==> config.mk <==
export PLATFORM = sky130hd
export DESIGN_NAME = key_matrix_scanner
export DESIGN_NICKNAME = d
export VERILOG_FILES = /design/src/rtl/key_matrix_scanner.sv
export SDC_FILE = /design/constraint.sdc
export NUM_CORES = 1
export LEC_CHECK = 0
export CAP_MARGIN = 20
export CORE_ASPECT_RATIO = 1.4
export CORE_MARGIN = 2
export CORE_UTILIZATION = 57
export CTS_CLUSTER_SIZE = 28
export DETAILED_ROUTE_END_ITERATION = 8
export DONT_BUFFER_PORTS = 1
export PLACE_DENSITY_LB_ADDON = 0.25
export RECOVER_POWER = 100
export SETUP_SLACK_MARGIN = 0.02
export SLEW_MARGIN = 40
export SYNTH_ARGS = -nofsm -noshare
export SYNTH_HDL_FRONTEND = slang
export SYNTH_SLANG_ARGS = --single-unit
==> constraint.sdc <==
create_clock -name clk -period 1.7 [get_ports clk]
set_input_delay 0.255 -clock clk [delete_from_list [all_inputs] [get_ports clk]]
set_output_delay 0.255 -clock clk [all_outputs]
set_load 0.1 [all_outputs]
==> src/rtl/key_matrix_scanner.sv <==
`default_nettype none
// ============================================================================
// Module      : key_matrix_scanner
// Description : Row-by-row key matrix scanner with per-key debounce and a
//               press/release event FIFO (valid/ready).
// Revision    : 1.0 - initial release
// ============================================================================
module key_matrix_scanner #(
  parameter int ROWS       = 4,
  parameter int COLS       = 4,
  parameter int SETTLE     = 1000,
  parameter int STABLE     = 4,
  parameter int FIFO_DEPTH = 4,
  localparam int KW        = $clog2(ROWS * COLS)
) (
  input  logic                 clk,
  input  logic                 rst_n,
  input  logic                 scan_en,
  output logic [ROWS-1:0]      row_n,
  input  logic [COLS-1:0]      col_n,
  output logic [ROWS*COLS-1:0] key_state,
  output logic                 evt_valid,
  input  logic                 evt_ready,
  output logic [KW-1:0]        evt_code,
  output logic                 evt_press,
  output logic                 evt_drop
);

  localparam int NKEYS = ROWS * COLS;
  localparam int RW    = $clog2(ROWS);
  localparam int CB    = $clog2(COLS);
  localparam int SW    = $clog2(SETTLE);
  localparam int DW    = $clog2(STABLE);
  localparam int AW    = $clog2(FIFO_DEPTH);

  localparam logic [1:0] c_idle   = 2'd0;
  localparam logic [1:0] c_drive  = 2'd1;
  localparam logic [1:0] c_sample = 2'd2;
  localparam logic [1:0] c_emit   = 2'd3;

  logic [COLS-1:0]  r_col_meta;
  logic [COLS-1:0]  r_col_sync;
  logic [1:0]       r_state;
  logic [RW-1:0]    r_row;
  logic [SW-1:0]    r_settle;
  logic [CB-1:0]    r_col;
  logic [COLS-1:0]  r_flip;
  logic [NKEYS-1:0] r_key_state;
  logic [DW-1:0]    r_cnt [NKEYS];

  logic [NKEYS-1:0] w_key_next;
  logic [DW-1:0]    w_cnt_next [NKEYS];
  logic [COLS-1:0]  w_flip_set;
  logic [KW-1:0]    w_emit_key;

  logic [KW:0]      r_mem [FIFO_DEPTH];
  logic [AW:0]      r_wr_ptr;
  logic [AW:0]      r_rd_ptr;
  logic             w_empty;
  logic             w_full;
  logic             w_push;
  logic             w_pop;
  logic             w_push_ok;

  // Columns idle high (pulled up), so the synchronizer resets to all ones.
  always_ff @(posedge clk or negedge rst_n) begin
    if (!rst_n) begin
      r_col_meta <= '1;
      r_col_sync <= '1;
    end else begin
      r_col_meta <= col_n;
      r_col_sync <= r_col_meta;
    end
  end

  always_ff @(posedge clk or negedge rst_n) begin
    if (!rst_n) begin
      r_state  <= c_idle;
      r_row    <= '0;
      r_settle <= '0;
      r_col    <= '0;
      r_flip   <= '0;
    end else begin
      case (r_state)
        c_idle: begin
          if (scan_en) begin
            r_state  <= c_drive;
            r_settle <= '0;
          end
        end
        c_drive: begin
          if (r_settle == SW'(SETTLE - 1)) begin
            r_state <= c_sample;
          end else begin
            r_settle <= r_settle + SW'(1);
          end
        end
        c_sample: begin
          r_state <= c_emit;
          r_col   <= '0;
          r_flip  <= w_flip_set;
        end
        c_emit: begin
          if (r_col == CB'(COLS - 1)) begin
            r_flip   <= '0;
            r_col    <= '0;
            r_settle <= '0;
            r_row    <= (r_row == RW'(ROWS - 1)) ? '0 : r_row + RW'(1);
            r_state  <= scan_en ? c_drive : c_idle;
          end else begin
            r_col <= r_col + CB'(1);
          end
        end
        default: r_state <= c_idle;
      endcase
    end
  end

  always_comb begin
    row_n = '1;
    if (r_state == c_drive || r_state == c_sample) begin
      row_n[r_row] = 1'b0;
    end
  end

  // Only the keys on the driven row are updated during SAMPLE.
  always_comb begin
    w_key_next = r_key_state;
    w_flip_set = '0;
    for (int k = 0; k < NKEYS; k++) begin
      w_cnt_next[k] = r_cnt[k];
      if (r_state == c_sample && r_row == RW'(k / COLS)) begin
        if (!r_col_sync[k % COLS] == r_key_state[k]) begin
          w_cnt_next[k] = '0;
        end else if (r_cnt[k] == DW'(STABLE - 1)) begin
          w_cnt_next[k]          = '0;
          w_key_next[k]          = ~r_key_state[k];
          w_flip_set[k % COLS]   = 1'b1;
        end else begin
          w_cnt_next[k] = r_cnt[k] + DW'(1);
        end
      end
    end
  end

  always_ff @(posedge clk or negedge rst_n) begin
    if (!rst_n) begin
      r_key_state <= '0;
      for (int k = 0; k < NKEYS; k++) begin
        r_cnt[k] <= '0;
      end
    end else begin
      r_key_state <= w_key_next;
      for (int k = 0; k < NKEYS; k++) begin
        r_cnt[k] <= w_cnt_next[k];
      end
    end
  end

  assign key_state  = r_key_state;
  assign w_emit_key = KW'(r_row * COLS + r_col);

  // Event FIFO; pointers carry one extra wrap bit to tell full from empty.
  assign w_empty   = (r_wr_ptr == r_rd_ptr);
  assign w_full    = (r_wr_ptr[AW] != r_rd_ptr[AW]) &&
                     (r_wr_ptr[AW-1:0] == r_rd_ptr[AW-1:0]);
  assign w_push    = (r_state == c_emit) && r_flip[r_col];
  assign w_pop     = !w_empty && evt_ready;
  assign w_push_ok = w_push && (!w_full || w_pop);

  always_ff @(posedge clk or negedge rst_n) begin
    if (!rst_n) begin
      r_wr_ptr <= '0;
      r_rd_ptr <= '0;
      for (int i = 0; i < FIFO_DEPTH; i++) begin
        r_mem[i] <= '0;
      end
    end else begin
      if (w_push_ok) begin
        r_mem[r_wr_ptr[AW-1:0]] <= {w_emit_key, r_key_state[w_emit_key]};
        r_wr_ptr                <= r_wr_ptr + (AW + 1)'(1);
      end
      if (w_pop) begin
        r_rd_ptr <= r_rd_ptr + (AW + 1)'(1);
      end
    end
  end

  assign evt_valid              = !w_empty;
  assign {evt_code, evt_press}  = r_mem[r_rd_ptr[AW-1:0]];
  assign evt_drop               = w_push && w_full && !w_pop;

endmodule
`default_nettype wire
==> results of run 1 <==
## cell usage after synthesis, types with 2 or more instances
cell type  number  area [sq um]
nand4_1         5         31.28
xor2_1         28         245.2
a21oi_1         3         15.01
dfrtp_1        94          2352
clkbuf_1       17         63.81
nand2_1        38         142.6
or2_2           3         18.77
dfstp_2         8         210.2
xnor2_1         7         61.31
ha_1           33         412.9
a22o_1          2         17.52
and2_1          3         18.77
nor3_1          5         25.02
mux2_1          3         33.78
or3_1           2         12.51
and4_1          3         26.28
inv_1          18         67.56
mux4_2         10         225.2
and3_1          3         18.77
nand3_2         4         40.04
nor3b_1         2         15.01
nand3_1        33         165.2
nor2b_1         4         25.02
o21ai_0        25         125.1
o31ai_1         3         22.52
o211ai_1        2         15.01
clkbuf_2        2         10.01
mux2i_1         6         60.06
a32o_1          2         20.02
o22ai_1         8         50.05
buf_2           5         25.02
nor4_1         24         150.1
nor2_1         14         52.55
mux2_2         23         259.0
a21o_1         17         127.6
## power by group
part	internal (mW)	switching (mW)
Clock	1.18	0.945
Sequential	2.94	0.565
Combinational	3.42	4.28
## registers in the layout, summed over array words and instances, names as in the netlist, 3 cells and up
register    count
r_mem          20
r_settle       10
key_state      16
r_rd_ptr        3
r_col_sync      4
r_flip          4
r_col_meta      4
r_wr_ptr        3
r_cnt          32
## layout by cell type, fill, tap and decap left out, types with 9 or more instances in the layout
cell type  synthesis  final
a21o_1            17     17
buf_12             0     13
buf_4              1     99
buf_6              0     23
clkbuf_16          0     11
dfrtp_1           94     74
dfrtp_2            0     14
ha_1              33     23
inv_1             18     14
mux2_2            23      9
mux2_4             0     17
mux4_2            10     10
nand2_1           38     28
nand3_1           33     25
nor4_4             0     17
o21ai_0           25     20
xor2_1            28     23
## cells by family after synthesis
logic type | share of synthesized area [%]
xor gates and xnor gates | 5.831
DFF | 48.74
buffers and inverters | 3.379
muxes | 10.99
adders and majority gates | 7.853
AOI/OAI and AO/OA | 7.925
and+or+nand+nor | 15.28
## routing by layer
layer | global-route usage [%] | share of wire (%) | up-vias
met5 | 0 | 0 | -
met4 | 17.16 | 7.2 | 0
met3 | 5.820 | 7.6 | 121
met2 | 51.61 | 52 | 300
met1 | 31.05 | 34 | 2412
li1 | - | - | 1942
## area by class of cell
| class | instances | share of cell area [%] |
|---|---|---|
| sequential | 102 | 32.82 |
| clock buffer | 11 | 3.061 |
| clock inverter | 5 | 0.7417 |
| inverter | 18 | 0.9153 |
| tap | 107 | 1.688 |
| multi-input combinational | 324 | 43.33 |
| timing repair buffer | 143 | 17.44 |
## worst paths after layout
path	endpoint	depth (start not counted)	slack, ns
max	r_flip[0]	4	-0.28
min	key_state[5]	0	-0.41
max reg2reg	r_flip[0]	4	-0.28
min reg2reg	r_col_sync[3]	0	0.36
max in group asynchronous	r_col_sync[0]	0	1.88
min in group clk	r_rd_ptr[0]	2	0.06
## repair_timing
item,CTS,global route
hold endpoints to repair,106,102
buffers inserted,16,18
setup endpoints to repair,83,65
pin swaps,12,24
gates cloned,0,2
gates resized for setup,57,114
==> metrics.cfg, run 1 <==
[pwr]
power.total_mw=13.33
vdd_drop_max_uv=1942
leakage_nw=3.718
cellPowerDensity_nw_per_um2=1682

[route]
route.detailed.drc=0
first_iter_violations=487
wl_um=18890
vias=4775
wl_per_cell_um=26.61
vias_per_cell=6.725
firstDrtPassIters=6
antenna_left=0

[global_route]
antenna_found_initial=0
overflow=0
grt_max_degree=103
track_usage_pct=29.04
grt_pass1_wl_um=22560
grt_pass1_vias=4476

[setup_path]
cpMaxStageDelayCell=dfstp_2
worstReg2RegStart=r_col_sync[0]
crit_path_start_kind=flip-flop
end_kind=flip-flop
worstSetupPathType=reg -> reg
cp-startpoint=r_col_sync[0]
worstPathMaxFanout=5
path_cells=xor2_1, o22ai_2, nor4_2, o22ai_1
critPathTopFamily=flip-flops
arrival_ns=2.20
crit_required_ns=1.92
slowest_delay_ns=0.69
worst-path-buf-inv=0

[status]
status=finished, violations left
violations=negative hold slack, negative setup slack

[sta]
slew_headroom_pct=53.91
hold_ws_ns=-0.4088
setup_slack_ns=-0.2771
min_period_ns=1.977
finalHoldViolCount=102
setup_viol=67
slew_violations=0
rsz0062_at_grt=yes
clock_skew_ns=0.008556
fmax_mhz=505.8
worstMarginPinSlew_ns=0.6891
fin_crit_sh_pct=116.3
tns_ns=-7.578

[synthesis]
synth_seq_cells=102
ys.flop_type=dfrtp_1
syn-mean-instance-area_sq_um=11.19
synth_fp_nets=511
synth_warnings=0
synth.cell_area_sq_um=5258
yosysSeqAreaShare_pct=48.74
synth_cell_type_count=46
synth_edf_count=0
async_flop_share_pct=100.0
syn-instance-count=470

[cells_and_area]
drive_gt1_share_pct=53.23
finalNonFillerCells=710
fin_nets=639
final_core_util_pct=88.32
area_growth_pct=50.81
fin_area_sq_um=7929
seq_area_sq_um=2603
fill_cells=377
diodes=0
multiInputGateArea_sq_um=3436

[floorplanning]
die_w_um=85.17
coreArea_sq_um=8977
initial_core_util_pct=58.56
ioPinCount=35
fp.dieH_um=117.6
dieArea_sq_um=10020
rows=41

[clocking]
hold_buffers=4
cts_buffer_depth=2
cts_root_buf=clkbuf_16
insertion_delay_ns=0.36
clk_pin_slew_worst_paths_ns=0.07
cts_sinks=102
h-tree-depth=3
cts_buffers=9
cts_tree=done

[place]
dp.cells=656
io_buffers=0
dp_hpwl_um=8967
dpl_cell_area_sq_um=6419
dp_slack_ns=-0.1892
routabilityCongestion=0.9383

[worst_hold_path]
hold_path.class=in -> async

[flow_run]
cap_viol_max_count=0

No activity file was read; power rests on OpenSTA's default activity.
==> run 2: changes to the inputs <==
--- a/config.mk
+++ b/config.mk
@@ -5,15 +5,16 @@
 export SDC_FILE = /design/constraint.sdc
 export NUM_CORES = 1
 export LEC_CHECK = 0
+export ABC_AREA = 1
 export CAP_MARGIN = 20
 export CORE_ASPECT_RATIO = 1.4
-export CORE_MARGIN = 2
 export CORE_UTILIZATION = 57
 export CTS_CLUSTER_SIZE = 28
 export DETAILED_ROUTE_END_ITERATION = 8
 export DONT_BUFFER_PORTS = 1
 export PLACE_DENSITY_LB_ADDON = 0.25
 export RECOVER_POWER = 100
+export REMOVE_ABC_BUFFERS = 1
 export SETUP_SLACK_MARGIN = 0.02
 export SLEW_MARGIN = 40
 export SYNTH_ARGS = -nofsm -noshare
==> metrics.cfg, run 2 <==
[place]
dp_hpwl_um=8391  ; -6.4%
dp_slack_ns=0.004984  ; +0.1941 ns
routabilityCongestion=0.9201  ; -1.9%
dpl_cell_area_sq_um=5933  ; -7.6%
io_buffers=0  ; unchanged

[floorplanning]
fp.dieH_um=115.8  ; -1.6%
dieArea_sq_um=9646  ; -3.7%
coreArea_sq_um=8977  ; unchanged
rows=41  ; unchanged
die_w_um=83.30  ; -2.2%
initial_core_util_pct=58.75  ; +0.18 points
ioPinCount=35  ; unchanged

[route]
wl_um=12600  ; -33%
route.detailed.drc=0  ; unchanged
vias=4525  ; -5.2%
antenna_left=0  ; unchanged
firstDrtPassIters=5  ; -1
first_iter_violations=268  ; -45%
vias_per_cell=5.452  ; -19%
wl_per_cell_um=15.18  ; -43%

[sta]
setup_viol=26  ; -61%
hold_ws_ns=-0.4110  ; -0.002227 ns
worstMarginPinSlew_ns=0.5977  ; -0.09135 ns
min_period_ns=1.932  ; -0.04536 ns
setup_slack_ns=-0.2318  ; +0.04536 ns
slew_violations=0  ; unchanged
clock_skew_ns=0.005215  ; -0.003341 ns
rsz0062_at_grt=yes
slew_headroom_pct=60.15  ; +6.2 points
fmax_mhz=517.7  ; +2.3%
fin_crit_sh_pct=113.6  ; -2.7 points
finalHoldViolCount=102  ; unchanged
tns_ns=-1.835  ; +5.744 ns

[synthesis]
synth_cell_type_count=36  ; -22%
syn-instance-count=638  ; +36%
synth_top_cell_by_area=dfrtp_1
synth_warnings=0  ; unchanged
synthTopCellsByCount=213 x nand2_1, 94 x dfrtp_1, 71 x inv_1
synth_top_area_share_pct=44.60  ; -0.14 points
synth_most_common_cell=nand2_1
ys.flop_type=dfrtp_1
synth_seq_cells=102  ; unchanged
synth.cell_area_sq_um=5274  ; +0.31%
syn-mean-instance-area_sq_um=8.266  ; -26%
synth_edf_count=0  ; unchanged
async_flop_share_pct=100.0  ; unchanged
yosysSeqAreaShare_pct=48.59  ; -0.15 points
synthTopCellsByArea=dfrtp_1 45%, nand2_1 15%, ha_1 7.8%

[global_route]
grt_max_degree=103  ; unchanged
grt_pass1_wl_um=21070  ; -6.6%
track_usage_pct=27.77  ; -1.3 points
overflow=0  ; unchanged
antenna_found_initial=0  ; unchanged
grt_pass1_vias=4492  ; +0.36%

[clocking]
hold_buffers=4  ; unchanged
cts_buffers=9  ; unchanged
clk_pin_slew_worst_paths_ns=0.07  ; about the same
cts_buffer_depth=2  ; unchanged
insertion_delay_ns=0.35  ; about the same
cts_sinks=102  ; unchanged
h-tree-depth=3  ; unchanged
cts_tree=done
cts_root_buf=clkbuf_16

[flow_run]
cap_viol_max_count=0  ; unchanged

[cells_and_area]
fin_area_sq_um=6675  ; -16%
diodes=0  ; unchanged
fill_cells=627  ; +66%
area_growth_pct=26.57
final_cell_mix=205 x nand2_1, 92 x dfrtp_1, 64 x inv_1, 43 x nand3_1, 32 x buf_4
fin_nets=759  ; +19%
final_common_cell=nand2_1
regMostFlops=r_cnt
largest_reg_flops=32  ; unchanged
drive_gt1_share_pct=22.96  ; -30 points

[setup_path]
end_kind=output port
worstPathMaxFanout=7  ; +2
worstSetupPathType=reg -> out
arrival_ns=1.68  ; -0.52 ns
crit_required_ns=1.44  ; -0.48 ns
crit_path_start_kind=flip-flop

[pwr]
intPower_mw=6.579  ; -13%
cellPowerDensity_nw_per_um2=1782  ; +6.0%
leakage_nw=3.387  ; -8.9%
p_sw_mw=5.315  ; -8.2%
p_comb_share_pct=53.2  ; -4.5 points
vdd_drop_max_uv=1828  ; -5.8%
switching_share_pct=44.68  ; +1.3 points
seqPwrFrac_pct=29.4  ; +3.1 points
p_clk_share_pct=17.4  ; +1.4 points

[status]
violations=negative hold slack, negative setup slack
status=finished, violations left

[worst_hold_path]
hold_path.class=in -> async

-- run 2: changes by cell type in the layout (fill, tap and decap cells not counted), sizes merged, moves of 12 or more --
cell / delta
a21o: -16
buf: -82
clkbuf: +17
inv: +56
mux2: -26
nand2: +179
nor2: +37
nor4: -24
o21ai: +12
-- run 2: metal layers --
layer | routed length (um) | GRT usage, % | vias to the layer above
li1 | - | - | 2197
met1 | 5252 | 34.74 | 2178
met2 | 6384 | 48.31 | 115
met3 | 602 | 3.846 | 35
met4 | 359 | 12.41 | 0
met5 | 0 | 0 | -
-- run 2: what timing repair did --
action,4_1_cts,5_1_grt
setup buffers,11,7
endpoints found under the setup margin,13,60
pin swaps,12,12
gates cloned,2,1
gates resized for setup,58,61
hold endpoints to repair,106,102
-- run 2: worst paths after layout --
kind	cells past startpoint	slack, ns	from	end
max	7	-0.23	r_rd_ptr[1]	evt_drop
min	0	-0.41	rst_n	r_cnt[28]
max reg2reg	9	-0.11	r_col[0]	r_settle[8]
min reg2reg	0	0.36	r_col_meta[1]	r_col_sync[1]
max in group asynchronous	0	1.89	rst_n	r_col_meta[3]
min in group clk	2	0.09	evt_ready	r_rd_ptr[0]
-- run 2: final cells by class --
type	count	area [sq um]	area share, %
Multi-Input combinational cell	452	2626	39.34
Sequential cell	102	2565	38.43
Timing Repair Buffer	79	768.2	11.51
Inverter	74	291.5	4.367
Clock buffer	10	229.0	3.430
Tap cell	107	133.9	2.006
Clock inverter	6	61.31	0.9185
-- run 2: logic make-up after synthesis --
group | count (synthesis) | synth area share, %
adders and majority gates | 33 | 7.829
xor gates and xnor gates | 23 | 3.820
DFF | 102 | 48.59
buffers and inverters | 84 | 6.287
and+or+nand+nor | 327 | 25.46
AOI/OAI and AO/OA | 69 | 8.019
-- run 2: through the flow --
step	total power, mW	hold slack (ns)	util (%)	std cells
2_1_floorplan	6.740	-0.04059	-	628
3_5_place_dp	8.589	-0.03712	66.09	791
5_1_grt	12.53	-0.4144	74.36	830
3_3_place_gp	8.416	-0.03740	66.09	791
4_1_cts	11.43	-0.4112	72.79	824
6_report	11.89	-0.4110	74.36	830
-- run 2: worst max-delay path, cell delays in order (launching register included) --
cell and delay [ns]:
dfrtp_2 0.44, inv_4 0.09, nand2_1 0.07, nand2_1 0.05, nor2_1 0.19, nand2_2 0.14
nor2_4 0.15, buf_12 0.18
-- run 2: power by group through the flow --
| stage | Clock (mW) | Combinational, mW | Sequential (mW) |
|---|---|---|---|
| floorplan | 0 | 2.98 | 3.76 |
| global placement | 0 | 4.97 | 3.45 |
| detailed placement | 0 | 5.12 | 3.47 |
| CTS | 2.08 | 5.89 | 3.46 |
| global route | 2.16 | 6.80 | 3.57 |
| finish | 2.06 | 6.33 | 3.50 |
==> run 3: changes to the inputs <==
--- a/config.mk
+++ b/config.mk
@@ -16,6 +16,7 @@
 export RECOVER_POWER = 100
 export REMOVE_ABC_BUFFERS = 1
 export SETUP_SLACK_MARGIN = 0.02
+export SKIP_LAST_GASP = 1
 export SLEW_MARGIN = 40
 export SYNTH_ARGS = -nofsm -noshare
 export SYNTH_HDL_FRONTEND = slang
==> metrics.cfg, run 3 (synthesized netlist as in run 2, its figures left out) <==
[route]
route.detailed.drc=0  ; unchanged
wl_per_cell_um=15.57  ; +2.6%
vias_per_cell=5.475  ; +0.42%
first_iter_violations=304  ; +13%
firstDrtPassIters=4  ; -1
antenna_left=0  ; unchanged
vias=4544  ; +0.42%
wl_um=12930  ; +2.6%

[pwr]
vdd_drop_max_uv=1782  ; -2.6%
p_clk_share_pct=17.2  ; -0.2 points
switching_share_pct=44.81  ; +0.13 points
p_sw_mw=5.356  ; +0.78%
seqPwrFrac_pct=29.4  ; about the same
intPower_mw=6.596  ; +0.25%
leakage_nw=3.384  ; about the same
cellPowerDensity_nw_per_um2=1792  ; +0.56%
p_comb_share_pct=53.4  ; +0.2 points

[clocking]
cts_buffer_depth=2  ; unchanged
cts_tree=done
insertion_delay_ns=0.35  ; about the same
cts_root_buf=clkbuf_16
cts_sinks=102  ; unchanged
cts_buffers=9  ; unchanged
clk_pin_slew_worst_paths_ns=0.07  ; about the same
h-tree-depth=3  ; unchanged
hold_buffers=4  ; unchanged

[sta]
rsz0062_at_grt=yes
setup_viol=26  ; unchanged
slew_violations=0  ; unchanged
finalHoldViolCount=102  ; unchanged
min_period_ns=1.916  ; -0.01533 ns
fmax_mhz=521.8  ; +0.80%
clock_skew_ns=0.005355  ; +0.0001395 ns
fin_crit_sh_pct=112.7  ; -0.90 points
hold_ws_ns=-0.4080  ; +0.003010 ns
worstMarginPinSlew_ns=0.5966  ; -0.001150 ns
slew_headroom_pct=60.23  ; +0.077 points
setup_slack_ns=-0.2164  ; +0.01533 ns

[cells_and_area]
final_cell_mix=208 x nand2_1, 92 x dfrtp_1, 64 x inv_1, 43 x nand3_1, 31 x buf_4
drive_gt1_share_pct=22.27  ; -0.69 points
fin_nets=759  ; unchanged
largest_reg_flops=32  ; unchanged
final_common_cell=nand2_1
area_growth_pct=26.48  ; about the same
diodes=0  ; unchanged
regMostFlops=r_cnt
finalNonFillerCells=830  ; unchanged

[floorplanning]
ioPinCount=35  ; unchanged
rows=41  ; unchanged
coreArea_sq_um=8977  ; unchanged
die_w_um=83.30  ; unchanged
dieArea_sq_um=9646  ; unchanged
fp.dieH_um=115.8  ; unchanged
initial_core_util_pct=58.75  ; unchanged

[setup_path]
crit_path_start_kind=flip-flop
crit_path_end=evt_drop
rr_endpoint=r_settle[8]
cp-startpoint=r_rd_ptr[1]
r2r_cells=9  ; unchanged
worstPathMaxFanout=7  ; unchanged
ff2ff_setup_slack_ns=-0.11  ; about the same
worstReg2RegStart=r_col[0]
end_kind=output port
crit_required_ns=1.44  ; about the same
worstSetupPathType=reg -> out
arrival_ns=1.66  ; -0.02 ns

[place]
dp_hpwl_um=8391  ; unchanged
routabilityCongestion=0.9201  ; unchanged
io_buffers=0  ; unchanged
dp.cells=791  ; unchanged

[status]
violations=negative hold slack, negative setup slack
status=finished, violations left

[worst_hold_path]
hold_path.class=in -> async

[global_route]
overflow=0  ; unchanged
grt_max_degree=103  ; unchanged
antenna_found_initial=0  ; unchanged
grt_pass1_vias=4490  ; -0.045%
track_usage_pct=27.61  ; -0.16 points
grt_pass1_wl_um=20960  ; -0.52%

[flow_run]
cap_viol_max_count=0  ; unchanged

-- run 3: area by class of cell --
cell class / count / area [sq um]
clock buffers: 10 / 229.0
clock inverters: 6 / 61.31
fillers: 629 / 2307
inverters: 74 / 289.0
multi-input cells: 452 / 2623
flip-flops and latches: 102 / 2565
well taps: 107 / 133.9
repair buffers: 79 / 769.5
-- run 3: worst min-delay path by stage --
stage,depth (start not counted),end,slack (ns),startpoint
after floorplan,0,key_state[0],-0.04,rst_n
after global placement,0,r_cnt[30],-0.04,rst_n
after detailed placement,0,r_cnt[29],-0.04,rst_n
after CTS,0,r_cnt[29],-0.41,rst_n
after global routing,0,r_cnt[29],-0.41,rst_n
final,0,r_mem[5],-0.41,rst_n
-- run 3: timing repair --
action                                  4_1_cts  5_1_grt
gates resized for setup                      53       63
gates cloned                                  2        1
pin swaps                                    11       15
endpoints found under the hold margin       106      102
endpoints found under the setup margin       13       63
buffers inserted                             11        6
-- run 3: metrics by stage --
step	utilization (%)	cell area (sq um)	total power, mW	TNS [ns]	setup slack (ns)
after floorplan	-	5220	6.740	-6.954	-0.8899
after global placement	66.09	5933	8.416	0	0.02741
after detailed placement	66.09	5933	8.589	0	0.004984
after CTS	72.63	6520	11.40	-0.6407	-0.2027
after global routing	74.30	6670	12.59	-6.014	-0.3021
final	74.30	6670	11.95	-1.967	-0.2164
-- run 3: routing by layer --
metal  track usage, %  wire length, um  share of wire (%)  vias up
met5                0                0                  0        -
met1            34.65             5458                 42     2190
met2            47.92             6503                 50      122
met3            3.846              570                4.4       37
li1                 -                -                  -     2195
met4            12.30              395                3.1        0
-- run 3: power groups by stage --
stage	Clock, mW	Combinational (mW)	Sequential [mW]
after CTS	2.08	5.86	3.46
after global routing	2.16	6.85	3.57
after floorplan	0	2.98	3.76
after detailed placement	0	5.12	3.47
final	2.06	6.38	3.51
after global placement	0	4.97	3.45
-- run 3: critical path: stages (launching register included) --
cell     delay [ns]
dfrtp_2        0.43
inv_2          0.13
nand2_1        0.08
nand2_1        0.05
nor2_1         0.16
nand2_2        0.12
nor2_4         0.15
buf_12         0.18
